[src/rtl/dummy_stream_pkg.sv]
// Shared definitions for the dummy AXI-Stream source/sink pair:
// FSM state encoding and the packet counter width.
package dummy_stream_pkg;

    typedef enum logic [1:0] {
        IDLE   = 2'd0,
        SEND   = 2'd1,
        GAP    = 2'd2,
        FINISH = 2'd3
    } stream_state_e;

    localparam int PKT_CNT_W = 32;

endpackage

[src/rtl/dummy_source_master_stream.sv]
// AXI-Stream master that emits packets of an incrementing word counter,
// separated by a fixed idle gap, optionally stopping after N packets.
module dummy_source_master_stream
    import dummy_stream_pkg::*;
#(
    parameter int C_M_AXIS_TDATA_WIDTH = 64,
    parameter int C_PKT_LEN            = 16,
    parameter int C_GAP_CYCLES         = 4,
    parameter int C_NUM_PKTS           = 0
) (
    input  logic                              M_AXIS_ACLK,
    input  logic                              M_AXIS_ARESETN,
    input  logic                              EN,
    output logic                              M_AXIS_TVALID,
    output logic [C_M_AXIS_TDATA_WIDTH-1:0]   M_AXIS_TDATA,
    output logic [C_M_AXIS_TDATA_WIDTH/8-1:0] M_AXIS_TSTRB,
    output logic                              M_AXIS_TLAST,
    input  logic                              M_AXIS_TREADY,
    output logic                              DONE,
    output logic [PKT_CNT_W-1:0]              PKT_CNT
);

    localparam int BEAT_W = (C_PKT_LEN > 1) ? $clog2(C_PKT_LEN) : 1;
    localparam int GAP_W  = (C_GAP_CYCLES > 1) ? $clog2(C_GAP_CYCLES) : 1;

    localparam logic [BEAT_W-1:0]    LAST_BEAT = BEAT_W'(C_PKT_LEN - 1);
    localparam logic [GAP_W-1:0]     LAST_GAP  = GAP_W'(C_GAP_CYCLES - 1);
    localparam logic [PKT_CNT_W-1:0] NUM_PKTS  = PKT_CNT_W'(C_NUM_PKTS);

    stream_state_e                   state;
    stream_state_e                   state_nxt;
    logic [C_M_AXIS_TDATA_WIDTH-1:0] word_cnt;
    logic [BEAT_W-1:0]               beat_idx;
    logic [GAP_W-1:0]                gap_cnt;
    logic [PKT_CNT_W-1:0]            pkt_cnt;
    logic [PKT_CNT_W-1:0]            pkt_cnt_inc;
    logic                            xfer;
    logic                            last_xfer;

    // All outputs decode directly from registered state, so they stay stable during a stall.
    assign M_AXIS_TVALID = (state == SEND);
    assign M_AXIS_TLAST  = (state == SEND) && (beat_idx == LAST_BEAT);
    assign M_AXIS_TDATA  = word_cnt;
    assign M_AXIS_TSTRB  = '1;
    assign DONE          = (state == FINISH);
    assign PKT_CNT       = pkt_cnt;

    assign xfer        = (state == SEND) && M_AXIS_TREADY;
    assign last_xfer   = xfer && (beat_idx == LAST_BEAT);
    assign pkt_cnt_inc = pkt_cnt + 32'd1;

    always_comb begin
        state_nxt = state;
        case (state)
            IDLE: begin
                if (EN) state_nxt = SEND;
            end
            SEND: begin
                // EN is only consulted at a packet boundary, never mid-packet.
                if (last_xfer) begin
                    if ((C_NUM_PKTS != 0) && (pkt_cnt_inc == NUM_PKTS)) state_nxt = FINISH;
                    else if (!EN)                                        state_nxt = IDLE;
                    else if (C_GAP_CYCLES == 0)                          state_nxt = SEND;
                    else                                                 state_nxt = GAP;
                end
            end
            GAP: begin
                if (gap_cnt == LAST_GAP) state_nxt = SEND;
            end
            FINISH: begin
                state_nxt = FINISH;
            end
            default: begin
                state_nxt = IDLE;
            end
        endcase
    end

    always_ff @(posedge M_AXIS_ACLK) begin
        if (!M_AXIS_ARESETN) begin
            state    <= IDLE;
            word_cnt <= '0;
            beat_idx <= '0;
            gap_cnt  <= '0;
            pkt_cnt  <= '0;
        end else begin
            state <= state_nxt;
            if (xfer) begin
                word_cnt <= word_cnt + 1'b1;
                beat_idx <= last_xfer ? '0 : beat_idx + 1'b1;
            end
            if (last_xfer) pkt_cnt <= pkt_cnt_inc;
            gap_cnt <= (state == GAP) ? gap_cnt + 1'b1 : '0;
        end
    end

endmodule

[config.mk]
export PLATFORM = sky130hd
export DESIGN_NAME = dummy_source_master_stream
export DESIGN_NICKNAME = d
export VERILOG_FILES = /design/src/rtl/dummy_stream_pkg.sv /design/src/rtl/dummy_source_master_stream.sv
export SDC_FILE = /design/constraint.sdc
export NUM_CORES = 1
export LEC_CHECK = 0
export ABC_CLOCK_PERIOD_IN_PS = 2100
export BUFFER_PORTS_ARGS = -buffer_cell sky130_fd_sc_hd__buf_2
export CORE_MARGIN = 8
export CORE_UTILIZATION = 51
export CTS_BUF_LIST = sky130_fd_sc_hd__clkbuf_8
export DETAILED_ROUTE_END_ITERATION = 10
export MAX_ROUTING_LAYER = met4
export PLACE_DENSITY = 0.78
export SLEW_MARGIN = 5
export SYNTH_ARGS = -nofsm -noshare
export SYNTH_HDL_FRONTEND = slang
export SYNTH_SLANG_ARGS = --single-unit
[constraint.sdc]
create_clock -name M_AXIS_ACLK -period 2.1 [get_ports M_AXIS_ACLK]
set_clock_uncertainty 0.1 [all_clocks]
set_input_delay 0.21 -clock M_AXIS_ACLK [delete_from_list [all_inputs] [get_ports M_AXIS_ACLK]]
set_output_delay 0.21 -clock M_AXIS_ACLK [all_outputs]
set_load 0.01 [all_outputs]
Word level (Yosys, flattened, before mapping):

Index checks and enable logic that the tools add are counted.

* register bits after elaboration: 104
* word-level logic and storage cells: 29

* add/subtract/negate cells: 4
* equality and inequality tests: 8
* muxes and demuxes: 6
* reduce and logical (&&, ||, !) cells: 6

Operator list (count)
* $add A64 B1 Y64 const B: 1
* $add A32 B1 Y32 const B: 1
* $mux W2: 4
* $pmux W2 S4: 1
* $eq A2 B2 Y1 const B: 3
* $add A4 B1 Y4 const B: 1
* $eq A4 B4 Y1 const B: 1
* $mux W4: 1
* $ne A2 B2 Y1 const B: 2
* $logic_and A1 B1 Y1: 3
* $reduce_and A3 Y1: 1
* $add A2 B1 Y2 const B: 1
* $eq A2 B1 Y1 const B: 1
* $logic_not A2 Y1: 1
* $ne A2 B1 Y1 const B: 1
* $reduce_and A2 Y1: 1

Logic depth before layout (Yosys ltp):

Gate-level depths: netlist of the first run.

* word-level depth: 5
* gate-level depth with buffers: 7
* gate-level depth less buffers: 6

Least setup slack after synthesis of the first run:

Ideal clock, no wire load.

* path kind: register to register
* start point: register word_cnt[0], in the netlist M_AXIS_TDATA[0]
* end point: register word_cnt[38], in the netlist M_AXIS_TDATA[38]
* arrival time: 2.173 ns
* path slack: -0.288 ns
* cell stages (with the launch flop): 8
* clock period less this slack: 2.388 ns
* path through: dfxtp_1 ha_1 nand3_1 or4_1 buf_2 or4_1 xnor2_1 and2_1

* cells in the longest elaborated chain, start to end: 1

RTL lines
* from (decl): RTL line dummy_source_master_stream.sv:32 `logic [C_M_AXIS_TDATA_WIDTH-1:0] word_cnt;`
* from (signal assigned): RTL line dummy_source_master_stream.sv:89 `word_cnt <= word_cnt + 1'b1;`
* $add A64 B1 Y64: RTL line dummy_source_master_stream.sv:89

No other way between the ends.
A chain may end at the register's enable or synchronous reset.

Worst setup path in the final report of the first run:

* start point: register word_cnt[20], in the netlist M_AXIS_TDATA[20]
* end point: register word_cnt[38], in the netlist M_AXIS_TDATA[38]

The elaborated chain is that of the path after synthesis.

==> results of run 1 <==
[metal layers]
layer / global-route usage / routed length, um / vias to the layer above
li1: - / - / 2446
met1: 0.260 / 6140 / 2392
met2: 0.345 / 7290 / 194
met3: 0.0502 / 1090 / 31
met4: 0.0728 / 331 / 0
met5: - / 0 / -
[critical path, stage by stage (launching register included)]
cell	delay, ns
dfxtp_2	0.35
nand4_1	0.24
or4_4	0.57
or4_4	0.52
xnor2_1	0.13
and2_1	0.15
[through the flow]
step / total power, mW / setup WS, ns / utilization / cell area (um^2) / hold WS, ns
floorplan: 2.09 / -0.0469 / - / 4990 / 0.265
global placement: 2.11 / 0.0310 / 0.653 / 6060 / 0.317
detailed placement: 2.11 / -0.0326 / 0.653 / 6060 / 0.326
CTS: 3.30 / 0.00717 / 0.677 / 6290 / 0.0217
global route: 3.41 / -0.110 / 0.708 / 6570 / 0.0489
finish: 3.29 / -0.0610 / 0.708 / 6570 / 0.0189
[flip-flops by register name, summed over array words and instances (netlist names)]
name	count
gap_cnt	2
beat_idx	4
state	2
M_AXIS_TDATA	64
PKT_CNT	32
[logic make-up (layout without fill, tap and decap cells)]
family,count (synthesis),after routing,synth area share
muxes,2,2,0.00409
DFF,104,104,0.425
AOI/OAI and AO/OA,90,90,0.0973
other,1,8,0.000766
and+or+nand+nor,288,288,0.326
xor gates and xnor gates,54,54,0.0966
buffers and inverters,43,219,0.0401
adders and majority gates,4,4,0.0102
[cells in the mapped netlist, types with 2 or more instances]
cell type	instances	area, um^2
dfxtp_1	104	2080
nor2_1	64	240
a21oi_1	44	220
nand4_1	42	263
nand3_1	38	190
o21ai_0	36	180
nand2_1	34	128
or3_1	33	206
xor2_1	29	254
xnor2_1	25	219
clkbuf_1	18	67.6
and3_1	14	87.6
inv_1	13	48.8
and2_1	11	68.8
and4_1	11	96.3
or4_1	9	67.6
buf_4	8	60.1
nor3_1	7	35.0
nor4_1	7	43.8
o31ai_1	5	37.5
ha_1	4	50.1
buf_2	3	15.0
nand2b_1	3	18.8
nor4_2	3	37.5
mux2i_1	2	20.0
nor2b_1	2	12.5
[final timing paths]
path	end	depth (start not counted)
hold reg to reg	gap_cnt[0]$_SDFF_PN0_	1
setup reg to reg	M_AXIS_TDATA[38]$_SDFFE_PN0P_	5
hold / removal	state[1]$_SDFFE_PN0P_	3
setup / recovery	M_AXIS_TDATA[38]$_SDFFE_PN0P_	5
[where the power goes]
part	total [mW]	internal (mW)	switching, mW
Sequential	1.98	1.97	0.00669
Combinational	0.0906	0.0236	0.0671
Clock	1.22	0.481	0.739
Total	3.29	2.48	0.812
[repair_timing]
action / CTS / global route
endpoints found under the setup margin: 2 / 36
setup buffers: 3 / 13
pin swaps: 0 / 14
resized for setup: 4 / 49
[final cells by class]
type	instances	share of cell area
clock inverters	6	0.00781
well taps	129	0.0246
clock buffers	10	0.0209
multi-input cells	446	0.436
inverters	13	0.00743
repair buffers	190	0.181
flip-flops and latches	104	0.322
==> results by group, run 1 <==
Outcome
  • Outcome: finished, violations left
  • Failing checks: setup timing

Worst setup path
  • Crit path DAT: 2.34 ns
  • Critical path launch point type: flop
  • Crit Path Class: reg -> reg
  • Worst endpoint required time: 2.28 ns
  • Critical Path End Type: flop
  • Worst r2r src: M_AXIS_TDATA[20]$_SDFFE_PN0P_
  • Worst Setup SP: M_AXIS_TDATA[20]$_SDFFE_PN0P_
  • CP max FO: 4
  • R2R Setup Slk: -0.06 ns

GRT
  • Congestion Overflow GR: 0
  • Largest net degree at the start of global routing: 57
  • Antenna violations before repair: 0
  • First-pass GRT wire length: 22,500 um
  • GRT Overall Usage: 0.215
  • Vias in the first global route: 4,670

Power
  • PD cells: 501 nW/um^2
  • Leak: 2.72 nW
  • Maximum vdd ir drop: 0.427 mV

Yosys
  • EDFF count, synth: 0
  • Main synth FF type: dfxtp_1
  • Post-Synthesis Cell Area: 4900 um^2
  • Yosys reg bits: 104
  • Asr flop ratio synth: 0
  • Synth Instances: 586
  • Synth unique cells: 43
  • Syn avg cell area: 8.36 um^2
  • Seq/Total Area, Yosys: 0.425
  • Yosys warning count: 0

Die
  • Core Area: 9280 um^2
  • # rows: 35
  • Chip Height: 114 um
  • Initial Util: 0.527
  • Die X: 114 um
  • Die Area: 13,000 um^2
  • I/O pins: 111

Min path
  • Hold Path Class: in -> reg
  • Min-delay src: EN

Run
  • Max_cap viols: 0

Place
  • Hpwl dp: 10,300 um
  • Number of port buffers: 102
  • GP Congestion: 0.877
  • Post-Place Cells: 866

Finish
  • Multi-input gate area: 2860 um^2
  • Filler cell count: 734
  • Commonest non-fill, non-tap cell in the layout: buf_2
  • Number of diodes: 0
  • # nets final: 772
  • Seq. cell area: 2120 um^2
  • Final Non-Filler Cells: 898
  • Commonest non-fill, non-tap cells in the layout: 102 x buf_2, 85 x buf_4, 84 x dfxtp_1
  • Fraction of layout cells with a size suffix above 1: 0.354
  • Growth of design area from synthesis to finish: 34.2%

Timing
  • Tcrit/Tclk final: 1.03
  • Setup ws final: -0.0610 ns
  • Hold Vio Cnt, Final: 0
  • RSZ-0062 raised after global routing: true
  • Setup TNS: -0.222 ns
  • Max-slew violations: 0
  • Max Freq: 463 MHz
  • Tmin final: 2.16 ns
  • Final setup viols: 7

CTS
  • Clk slew on worst S/H paths: 0.10 ns
  • CTS max path bufs: 2
  • CTS Buf Count: 9
  • CTS Sinks: 104
  • Clock tree root driver cell: clkbuf_8
  • Cts hold-fix bufs: 0
  • Clock Latency Late Sink: 0.38 ns
  • CTS tree: built
  • H-Tree Depth: 3

Detailed routing
  • Via total after detailed routing: 5,063
  • DRT Pass-1 Iters: 5
  • Post-DRT Antenna Nets: 0
  • Starting DRT DRC Count: 326
  • Residual DRC: 0
  • Wirelength per Cell: 16.5 um
  • Vias/cell: 5.64
  • Routed WL: 14,800 um
(Power assumes the default switching activity.)
==> inputs of run 2 (changes only) <==
--- a/config.mk
+++ b/config.mk
@@ -11,6 +11,8 @@
 export CORE_UTILIZATION = 51
 export CTS_BUF_LIST = sky130_fd_sc_hd__clkbuf_8
 export DETAILED_ROUTE_END_ITERATION = 10
+export GPL_ROUTABILITY_DRIVEN = 0
+export HOLD_SLACK_MARGIN = 0.05
 export MAX_ROUTING_LAYER = met4
 export PLACE_DENSITY = 0.78
 export SLEW_MARGIN = 5
==> results by group, run 2 (synthesized netlist as in run 1, its figures left out) <==
Timing
  • Tmin final: 2.17 ns (+0.0132 ns)
  • Setup ws final: -0.0741 ns (-0.0132 ns)
  • WHS: 0.169 ns (+0.150 ns)
  • Max Freq: 460 MHz (-0.61%)
  • Tcrit/Tclk final: 1.04 (+0.00627)
  • Setup TNS: -0.145 ns (+0.0768 ns)
  • Final setup viols: 4 (-3)
  • Hold Vio Cnt, Final: 0 (unchanged)
  • Max-slew violations: 0 (unchanged)
  • RSZ-0062 raised after global routing: true

Die
  • Die Area: 13,000 um^2 (unchanged)
  • Core Area: 9280 um^2 (unchanged)
  • Chip Height: 114 um (unchanged)
  • I/O pins: 111 (unchanged)
  • Die X: 114 um (unchanged)
  • # rows: 35 (unchanged)
  • Initial Util: 0.527 (unchanged)

Finish
  • Fraction of layout cells with a size suffix above 1: 0.365 (+0.0115)
  • Commonest non-fill, non-tap cell in the layout: buf_2
  • Finished Core Util: 0.718 (+0.0101)
  • Commonest non-fill, non-tap cells in the layout: 103 x buf_2, 86 x buf_4, 82 x dfxtp_1
  • Number of diodes: 0 (unchanged)
  • Growth of design area from synthesis to finish: 36.1%
  • Largest register FFs: 64 (unchanged)
  • Final Non-Filler Cells: 904 (+0.67%)
  • # nets final: 778 (+0.78%)
  • Filler cell count: 737 (+0.41%)

Min path
  • Hold Path Class: in -> reg

Power
  • Maximum vdd ir drop: 0.368 mV (-14%)
  • Leak: 2.76 nW (+1.7%)
  • PD cells: 514 nW/um^2 (+2.7%)

Detailed routing
  • Vias/cell: 5.71 (+1.3%)
  • Residual DRC: 0 (unchanged)
  • Wirelength per Cell: 16.7 um (+0.81%)
  • DRT Pass-1 Iters: 5 (unchanged)
  • Starting DRT DRC Count: 339 (+4.0%)
  • Via total after detailed routing: 5,162 (+2.0%)
  • Post-DRT Antenna Nets: 0 (unchanged)
  • Routed WL: 15,100 um (+1.5%)

Run
  • Max_cap viols: 0 (unchanged)

Worst setup path
  • Worst endpoint required time: 2.26 ns (-0.02 ns)
  • Crit Path Class: reg -> reg
  • Critical Path End Type: flop
  • Crit path DAT: 2.34 ns (about the same)
  • CP max FO: 5 (+1)
  • Critical path launch point type: flop

CTS
  • Clock tree root driver cell: clkbuf_8
  • CTS tree: built
  • Clock Latency Late Sink: 0.36 ns (-0.02 ns)
  • CTS Buf Count: 9 (unchanged)
  • CTS max path bufs: 2 (unchanged)
  • CTS Sinks: 104 (unchanged)
  • Clk slew on worst S/H paths: 0.10 ns (about the same)
  • H-Tree Depth: 3 (unchanged)

Place
  • Number of port buffers: 102 (unchanged)
  • Post-Place Cells: 867 (+0.12%)
  • Hpwl dp: 10,400 um (+1.2%)

Outcome
  • Failing checks: setup timing
  • Outcome: finished, violations left

GRT
  • Antenna violations before repair: 0 (unchanged)
  • First-pass GRT wire length: 23,300 um (+3.9%)
  • Congestion Overflow GR: 0 (unchanged)
  • GRT Overall Usage: 0.222 (+0.00769)
  • Vias in the first global route: 4,916 (+5.3%)
  • Largest net degree at the start of global routing: 49 (-14%)
[run 2: cell type report]
class	instances	area (um^2)	area share
flip-flops and latches	104	2110	0.317
multi-input cells	446	2880	0.432
clock buffers	11	151	0.0227
well taps	129	161	0.0242
clock inverters	5	63.8	0.00957
repair buffers	196	1250	0.187
inverters	13	48.8	0.00732
[run 2: repair_timing]
item | CTS | global route
hold buffers | 1 | 0
buffers inserted | 0 | 19
resized for setup | 2 | 57
endpoints found under the hold margin | 1 | 0
gates cloned | 0 | 1
endpoints found under the setup margin | 3 | 40
pin swaps | 1 | 32
[run 2: stage by stage]
stage | cell area [um^2] | total power [mW] | setup slack, ns
6_report | 6670 | 3.43 | -0.0741
5_1_grt | 6670 | 3.54 | -0.131
4_1_cts | 6300 | 3.45 | -0.00213
3_5_place_dp | 6070 | 2.12 | 0.00922
3_3_place_gp | 6070 | 2.11 | 0.0359
2_1_floorplan | 4990 | 2.09 | -0.0469
[run 2: layer usage]
metal / part of all wire / wire length (um) / track usage / up-vias
li1: - / - / - / 2454
met4: 0.025 / 371 / 0.0958 / 0
met1: 0.42 / 6270 / 0.257 / 2459
met2: 0.49 / 7400 / 0.365 / 213
met5: 0 / 0 / - / -
met3: 0.068 / 1030 / 0.0486 / 36
[run 2: worst paths after layout]
check | from | to | slack (ns) | cells after the start
worst max-delay path | M_AXIS_TDATA[1]$_SDFFE_PN0P_ | M_AXIS_TDATA[38]$_SDFFE_PN0P_ | -0.07 | 6
worst min-delay path | M_AXIS_ARESETN | M_AXIS_TDATA[61]$_SDFFE_PN0P_ | 0.17 | 3
worst max register to register | M_AXIS_TDATA[1]$_SDFFE_PN0P_ | M_AXIS_TDATA[38]$_SDFFE_PN0P_ | -0.07 | 6
worst min register to register | gap_cnt[0]$_SDFF_PN0_ | gap_cnt[0]$_SDFF_PN0_ | 0.34 | 1
[run 2: critical path: stages, from the launching register on]
cell     delay, ns
dfxtp_4       0.39
ha_4          0.16
nand3_4       0.10
or4_4         0.60
or4_4         0.45
xnor2_2       0.14
and2_1        0.14
[run 2: report_power, final]
part	leakage, nW	internal (mW)	total [mW]	switching (mW)
clock network	0.111	0.628	1.35	0.717
registers	0.850	1.98	1.98	0.00561
logic	1.80	0.0316	0.102	0.0704
total	2.76	2.63	3.43	0.793
==> inputs of run 3 (changes only) <==
--- a/config.mk
+++ b/config.mk
@@ -5,7 +5,7 @@
 export SDC_FILE = /design/constraint.sdc
 export NUM_CORES = 1
 export LEC_CHECK = 0
-export ABC_CLOCK_PERIOD_IN_PS = 2100
+export ABC_CLOCK_PERIOD_IN_PS = 1800
 export BUFFER_PORTS_ARGS = -buffer_cell sky130_fd_sc_hd__buf_2
 export CORE_MARGIN = 8
 export CORE_UTILIZATION = 51
==> constraint.sdc (replaced) <==
create_clock -name M_AXIS_ACLK -period 1.8 [get_ports M_AXIS_ACLK]
set_clock_uncertainty 0.1 [all_clocks]
set_input_delay 0.18 -clock M_AXIS_ACLK [delete_from_list [all_inputs] [get_ports M_AXIS_ACLK]]
set_output_delay 0.18 -clock M_AXIS_ACLK [all_outputs]
set_load 0.01 [all_outputs]
==> results by group, run 3 (synthesized netlist as in run 1, its figures left out) <==
Run
  • Max_cap viols: 0 (unchanged)

Worst setup path
  • Critical Path End Type: flop
  • Worst endpoint required time: 2.00 ns (-0.26 ns)
  • Worst R2R Path Depth: 6 (unchanged)
  • Crit Path Class: reg -> reg
  • Worst r2r src: M_AXIS_TDATA[45]$_SDFFE_PN0P_
  • CP max FO: 5 (unchanged)
  • Critical path launch point type: flop
  • R2R Setup Slk: -0.44 ns (-0.36 ns)
  • CP Capture Point: M_AXIS_TDATA[61]$_SDFFE_PN0P_
  • Crit path DAT: 2.44 ns (+0.10 ns)
  • R2r endpoint: M_AXIS_TDATA[61]$_SDFFE_PN0P_
  • Worst Setup SP: M_AXIS_TDATA[45]$_SDFFE_PN0P_

Finish
  • Number of diodes: 0 (unchanged)
  • # nets final: 860 (+11%)
  • Fraction of layout cells with a size suffix above 1: 0.498 (+0.133)
  • Commonest non-fill, non-tap cell in the layout: buf_4
  • Seq. cell area: 2160 um^2 (+2.2%)
  • Post-route cell area: 7820 um^2 (+17%)
  • Filler cell count: 503 (-32%)
  • Multi-input gate area: 3250 um^2 (+13%)
  • Commonest non-fill, non-tap cells in the layout: 139 x buf_4, 104 x buf_2, 62 x dfxtp_1
  • Growth of design area from synthesis to finish: 59.6%
  • Largest register FFs: 64 (unchanged)

CTS
  • CTS Sinks: 104 (unchanged)
  • Clock tree root driver cell: clkbuf_8
  • Clk slew on worst S/H paths: 0.11 ns (about the same)
  • CTS Buf Count: 9 (unchanged)
  • H-Tree Depth: 3 (unchanged)
  • CTS tree: built
  • Clock Latency Late Sink: 0.37 ns (about the same)
  • CTS max path bufs: 2 (unchanged)

Place
  • Placed inst area: 6690 um^2 (+10%)
  • Hpwl dp: 10,900 um (+5.0%)
  • Post-place setup slack: -0.282 ns (-0.291 ns)
  • Number of port buffers: 102 (unchanged)

Die
  • Chip Height: 114 um (unchanged)
  • Die X: 114 um (unchanged)
  • I/O pins: 111 (unchanged)
  • # rows: 35 (unchanged)
  • Initial Util: 0.527 (unchanged)
  • Core Area: 9280 um^2 (unchanged)
  • Die Area: 13,000 um^2 (unchanged)

Timing
  • Final setup viols: 73 (+69)
  • Max-slew violations: 0 (unchanged)
  • WHS: 0.109 ns (-0.0598 ns)
  • Tcrit/Tclk final: 1.24 (+0.208)
  • Setup ws final: -0.438 ns (-0.364 ns)
  • RSZ-0062 raised after global routing: true
  • Tmin final: 2.24 ns (+0.0643 ns)
  • Max Freq: 447 MHz (-2.9%)
  • Hold Vio Cnt, Final: 0 (unchanged)

Detailed routing
  • DRT Pass-1 Iters: 5 (unchanged)
  • Wirelength per Cell: 20.0 um (+20%)
  • Vias/cell: 6.04 (+5.7%)
  • Via total after detailed routing: 5,953 (+15%)
  • Residual DRC: 0 (unchanged)
  • Post-DRT Antenna Nets: 0 (unchanged)
  • Starting DRT DRC Count: 618 (+82%)
  • Routed WL: 19,700 um (+31%)

GRT
  • Vias in the first global route: 5,420 (+10%)
  • Congestion Overflow GR: 0 (unchanged)
  • GRT Overall Usage: 0.259 (+0.0365)
  • Largest net degree at the start of global routing: 31 (-37%)
  • Antenna violations before repair: 0 (unchanged)
  • First-pass GRT wire length: 26,700 um (+14%)

Outcome
  • Failing checks: setup timing
  • Outcome: finished, violations left

Power
  • Leak: 3.45 nW (+25%)
  • PD cells: 518 nW/um^2 (+0.67%)
  • Maximum vdd ir drop: 0.479 mV (+30%)

Min path
  • Hold Path Class: in -> reg
## run 3: changes by cell type in the layout (fill, tap and decap cells not counted), moves of 6 or more
cell / delta
buf_6: +25
nor4_4: +7
nor3_4: +6
dfxtp_1: -20
a21oi_1: -11
nor2_4: +6
o21ai_0: -16
a21oi_2: +11
dfxtp_2: +11
o21ai_1: +12
buf_4: +53
dfxtp_4: +9
## run 3: worst min-delay path by stage
stage,start,depth (start not counted),to
6_report,M_AXIS_ARESETN,2,M_AXIS_TDATA[42]$_SDFFE_PN0P_
5_1_grt,M_AXIS_ARESETN,2,M_AXIS_TDATA[42]$_SDFFE_PN0P_
4_1_cts,M_AXIS_ARESETN,2,M_AXIS_TDATA[42]$_SDFFE_PN0P_
3_5_place_dp,gap_cnt[0]$_SDFF_PN0_,1,gap_cnt[0]$_SDFF_PN0_
3_3_place_gp,gap_cnt[0]$_SDFF_PN0_,1,gap_cnt[0]$_SDFF_PN0_
2_1_floorplan,M_AXIS_ARESETN,2,PKT_CNT[31]$_SDFFE_PN0P_
## run 3: final cells by class
class                           instances  share of cell area
Tap cell                              129              0.0207
Timing Repair Buffer                  278               0.255
Sequential cell                       104               0.277
Clock inverter                          6             0.00833
Multi-Input combinational cell        446               0.416
Clock buffer                           10              0.0176
Inverter                               13             0.00624
## run 3: what timing repair did
item / 4_1_cts / 5_1_grt
resized for setup: 62 / 90
setup buffers: 22 / 24
endpoints found under the hold margin: 1 / 0
setup endpoints to repair: 53 / 68
gates cloned: 2 / 1
hold buffers: 1 / 0
pin swaps: 43 / 68
## run 3: power breakdown
part           leakage (nW)  internal (mW)  switching (mW)
clock                 0.105          0.690           0.884
combinational          2.48         0.0636           0.110
sequential            0.862           2.29         0.00824
## run 3: metrics by stage
| stage | setup TNS, ns | utilization | std cells | power (mW) |
|---|---|---|---|---|
| finish | -15.35 | 0.842 | 986 | 4.05 |
| global route | -19.84 | 0.842 | 986 | 4.17 |
| CTS | -4.80 | 0.789 | 966 | 3.98 |
| detailed placement | -6.78 | 0.721 | 928 | 2.48 |
| global placement | -4.06 | 0.721 | 928 | 2.47 |
| floorplan | -3.22 | - | 593 | 2.44 |
## run 3: metal layers
| metal | share of wire | GRT usage | wire length, um |
|---|---|---|---|
| met2 | 0.49 | 0.441 | 9550 |
| met1 | 0.38 | 0.292 | 7410 |
| met4 | 0.056 | 0.121 | 1110 |
| met3 | 0.082 | 0.0428 | 1610 |
| met5 | 0 | - | 0 |
## run 3: worst max-delay path, cell delays in order (launching register included)
cell	delay [ns]
dfxtp_2	0.34
and4_4	0.23
nor4bb_2	0.44
nand4_1	0.29
buf_6	0.22
or4_1	0.39
a21oi_1	0.15
